[config.mk]
export PLATFORM = sky130hd
export DESIGN_NAME = iob_cache_be_arbiter
export DESIGN_NICKNAME = d
export VERILOG_FILES = /design/src/rtl/iob_cache_be_arbiter.sv
export SDC_FILE = /design/constraint.sdc
export NUM_CORES = 1
export LEC_CHECK = 0
export CORE_AREA = 4 4 110 112
export DETAILED_ROUTE_END_ITERATION = 7
export DIE_AREA = 0 0 114 116
export PLACE_DENSITY_LB_ADDON = 0.3
export SYNTH_ARGS = -nofsm -noshare
export SYNTH_HDL_FRONTEND = slang
export SYNTH_SLANG_ARGS = --single-unit
[constraint.sdc]
create_clock -name clk -period 1.1 [get_ports clk]
set_input_delay 0.165 -clock clk [delete_from_list [all_inputs] [get_ports clk]]
set_output_delay 0.165 -clock clk [all_outputs]
set_load 0.1 [all_outputs]
[src/rtl/iob_cache_be_arbiter.sv]
`default_nettype none
// ============================================================================
// iob_cache_be_arbiter: round-robin sharing of one back-end native port by two
// cache back-ends, one transaction at a time.
// Revision: 1.0
// ============================================================================
module iob_cache_be_arbiter #(
  parameter int ADDR_W = 24,
  parameter int DATA_W = 32
) (
  input  logic                clk,
  input  logic                rst,
  input  logic                m0_req,
  input  logic [ADDR_W-1:0]   m0_addr,
  input  logic [DATA_W-1:0]   m0_wdata,
  input  logic [DATA_W/8-1:0] m0_wstrb,
  output logic [DATA_W-1:0]   m0_rdata,
  output logic                m0_ack,
  input  logic                m1_req,
  input  logic [ADDR_W-1:0]   m1_addr,
  input  logic [DATA_W-1:0]   m1_wdata,
  input  logic [DATA_W/8-1:0] m1_wstrb,
  output logic [DATA_W-1:0]   m1_rdata,
  output logic                m1_ack,
  output logic                s_req,
  output logic [ADDR_W-1:0]   s_addr,
  output logic [DATA_W-1:0]   s_wdata,
  output logic [DATA_W/8-1:0] s_wstrb,
  input  logic [DATA_W-1:0]   s_rdata,
  input  logic                s_ack,
  output logic                grant,
  output logic                busy
);

  typedef enum logic [0:0] {
    IDLE = 1'b0,
    BUSY = 1'b1
  } state_t;

  state_t r_state;
  logic   r_grant;
  logic   r_prio;

  logic                w_busy;
  logic                w_sel_req;
  logic [ADDR_W-1:0]   w_sel_addr;
  logic [DATA_W-1:0]   w_sel_wdata;
  logic [DATA_W/8-1:0] w_sel_wstrb;

  // prio only moves on completion, so a master that keeps req high after its
  // ack yields to a waiting peer in the following IDLE cycle.
  always_ff @(posedge clk or posedge rst) begin
    if (rst) begin
      r_state <= IDLE;
      r_grant <= 1'b0;
      r_prio  <= 1'b0;
    end else begin
      case (r_state)
        IDLE: begin
          if (m0_req || m1_req) begin
            r_grant <= (m0_req && m1_req) ? r_prio : m1_req;
            r_state <= BUSY;
          end
        end
        BUSY: begin
          if (s_ack) begin
            r_prio  <= ~r_grant;
            r_state <= IDLE;
          end
        end
      endcase
    end
  end

  assign w_busy      = (r_state == BUSY);
  assign w_sel_req   = r_grant ? m1_req   : m0_req;
  assign w_sel_addr  = r_grant ? m1_addr  : m0_addr;
  assign w_sel_wdata = r_grant ? m1_wdata : m0_wdata;
  assign w_sel_wstrb = r_grant ? m1_wstrb : m0_wstrb;

  // Back-end bus is forced to zero outside a transaction.
  assign s_req   = w_busy & w_sel_req;
  assign s_addr  = w_busy ? w_sel_addr  : '0;
  assign s_wdata = w_busy ? w_sel_wdata : '0;
  assign s_wstrb = w_busy ? w_sel_wstrb : '0;

  // Completion is gated by BUSY so a late or repeated s_ack in IDLE is dropped.
  assign m0_ack   = w_busy & s_ack & ~r_grant;
  assign m1_ack   = w_busy & s_ack &  r_grant;
  assign m0_rdata = s_rdata;
  assign m1_rdata = s_rdata;

  assign grant = r_grant;
  assign busy  = w_busy;

endmodule
`default_nettype wire

==> results.md <==
- R2r setup slk: -230 ps
- Die area: 0.01322 sq mm
- CTS Sinks: 3
- Initial antenna violation count: 0
- DRC violations left: 0
- # diodes: 0
- Largest net degree at the start of global routing: 27
- Crit Path Class: flop to output port
- DRT antenna net count: 0
- Avg Cell Area, Syn: 8.330 sq um
- R2r worst-path depth: 4
- Register area share after synthesis: 4.231%
- Final Hold Vio Count: 0
- CP required: 940 ps
- Final Setup Violations: 68
- RePlAce Congestion: 0.7346
- Area grow syn2layout: 172.1%
- Lkg Pwr: 2.107 nW
- # IOs: 286
- CTS buffer count: 3
- Core region area: 0.01122 sq mm
- H-tree depth: 1
- Top cell type by total area after synthesis: mux2i_1
- Pre-antenna DRT Iters: 3
- Min-Delay Path Class: input port to async pin
- Final Non-Filler Cells: 486
- Max Clock Freq: 610.0 MHz
- Syn Nets: 370
- Netlist cell types: 14
- Hpwl dp: 6.497 mm
- Share of layout cells above drive strength 1: 55.10%
- Fin crit share: 149.0%
- Number of global-route vias before repair: 2155
- Max-capacitance violation count: 0
- Status: complete, but fails checks
- Final setup skew: 0.9122 ps
- Failing checks: setup timing
- Row Count: 39
- FILL cells: ~1.0k
- Gr usage total: 10.99%
- Clock transition at path regs: about 30 ps
- Critical path startpoint category: flop
- R2r endpoint: r_prio
- Mapped Cells: 213
- PortBufs: 189
- Nets: 501
- Worst path arrival time: 1470 ps
- Worst-margin pin slew: about 260 ps
- Pins Over Slew Limit: 0
- Pwr/cell area: 1746 mW/mm^2
- CTS tree: done
- Die Width: 114 um
- RSZ-0062 raised after global routing: true
- Clock Tree Buf Depth: 2
- Commonest non-fill, non-tap cell in the layout: clkdlybuf4s50_1
- Yosys reg bits: 3
- Commonest non-fill, non-tap cells in the layout: clkdlybuf4s50_1 (124), buf_12 (72), nor2b_4 (61)
- Later-pin clock latency in the skew report: around 220 ps
- Initial DRC Count: 35
- Dpl cells: 477
- Crit. End Element: output port
- Period minus WS final: 1639 ps
- Final wirelength: just under 8 mm
- Max rail drop VDD: 0.0007817 V
- Synth area leaders: mux2i_1 (34%), buf_4 (28%), nor2b_1 (22%), buf_12 (6.8%), dfrtp_1 (4.2%)
- Post-synth top area share: 34.41%
- GR Overflow Total: 0
- Final WS setup: -539.4 ps
- Chip Height: 116 um
- Post-Syn Area: 0.001774 sq mm
- WL per Instance: 15.99 um
- Starting Density: between 10% and 20%
- Util after Layout: about 43%
- Vias per std cell: 3.973
- Vias: 1931
- Root Driver: clkbuf_16
- First-pass GRT wire length: 11.47 mm
- Ys Warns: 0
- Headroom to the max-slew limit: between 80 and 90%
- Worst reg2reg startpoint: grant
- Crit Path Max Fanout: 22
-- worst max-delay path: stages (launching register included) --
cell and delay (ps):
dfrtp_4 450, buf_12 230, mux2i_2 310, nor2b_4 70, buf_12 170
-- cells by family after synthesis --
family / Yosys count / synth area share, %
AOI/OAI and AO/OA: 3 / 1.411
muxes: 61 / 34.41
DFF: 3 / 4.231
and+or+nand+nor: 67 / 23.55
buffers and inverters: 79 / 36.39
-- power by group --
part | switching [W] | leakage [nW] | internal [W] | total (W)
clock | 0.0000969 | 0.0382 | 0.000478 | 0.000575
sequential | 0.0000458 | 0.0334 | 0.000145 | 0.000191
combinational | 0.00442 | 2.04 | 0.00324 | 0.00766
-- sequential cells by signal (all words and copies together), names as in the netlist --
| register | cells |
|---|---|
| busy | 1 |
| grant | 1 |
| r_prio | 1 |
-- routing by layer --
metal	part of all wire, %	up-vias	track usage, %
li1	-	892	-
met1	29	886	10.22
met2	57	108	21.35
met3	9.7	45	3.133
met4	4.6	0	6.176
met5	0	-	0
-- synthesized netlist by cell type --
master	count
clkbuf_1	6
a21o_1	1
mux2i_1	61
buf_6	1
buf_12	6
nand2_1	2
inv_1	1
and3_1	1
dfrtp_1	3
o31a_1	1
and3b_2	1
buf_4	65
a2bb2oi_1	1
nor2b_1	63
-- worst max-delay path by stage --
stage / from / endpoint / cells past startpoint
floorplan: grant / s_addr[0] / 4
CTS: grant / s_wdata[19] / 4
finish: grant / s_addr[6] / 4
global route: grant / s_wdata[24] / 4
global placement: grant / s_wdata[17] / 4
detailed placement: grant / s_wdata[21] / 4
-- repair_timing --
item,4_1_cts,5_1_grt
gates cloned,1,0
endpoints found under the setup margin,67,68
pin swaps,1,0
buffers inserted,4,0
gates resized for setup,43,6
hold buffers,0,0
-- layout make-up --
| class | count | area (sq um) | area share [%] |
|---|---|---|---|
| inverters | 1 | 3.754 | 0.07774 |
| multi-input cells | 131 | 1714 | 35.50 |
| repair buffers | 204 | 2770 | 57.37 |
| clock buffers | 4 | 78.83 | 1.633 |
| well taps | 143 | 178.9 | 3.706 |
| flip-flops and latches | 3 | 82.58 | 1.710 |
-- stage by stage --
stage          power (W)  hold slack, ps  cell area [sq um]  setup TNS (ps)  setup slack [ps]
2_1_floorplan   0.006214          -81.32               2263          -42540            -680.8
3_3_place_gp    0.007454           331.0               4474          -17030            -297.8
3_5_place_dp    0.007505           331.0               4474          -18350            -344.2
4_1_cts         0.008451           147.9               4781          -34080            -557.3
5_1_grt         0.008687           177.6               4828          -36990            -608.7
6_report        0.008428           129.7               4828          -33310            -539.4
Power figures use the tool's default switching activity.
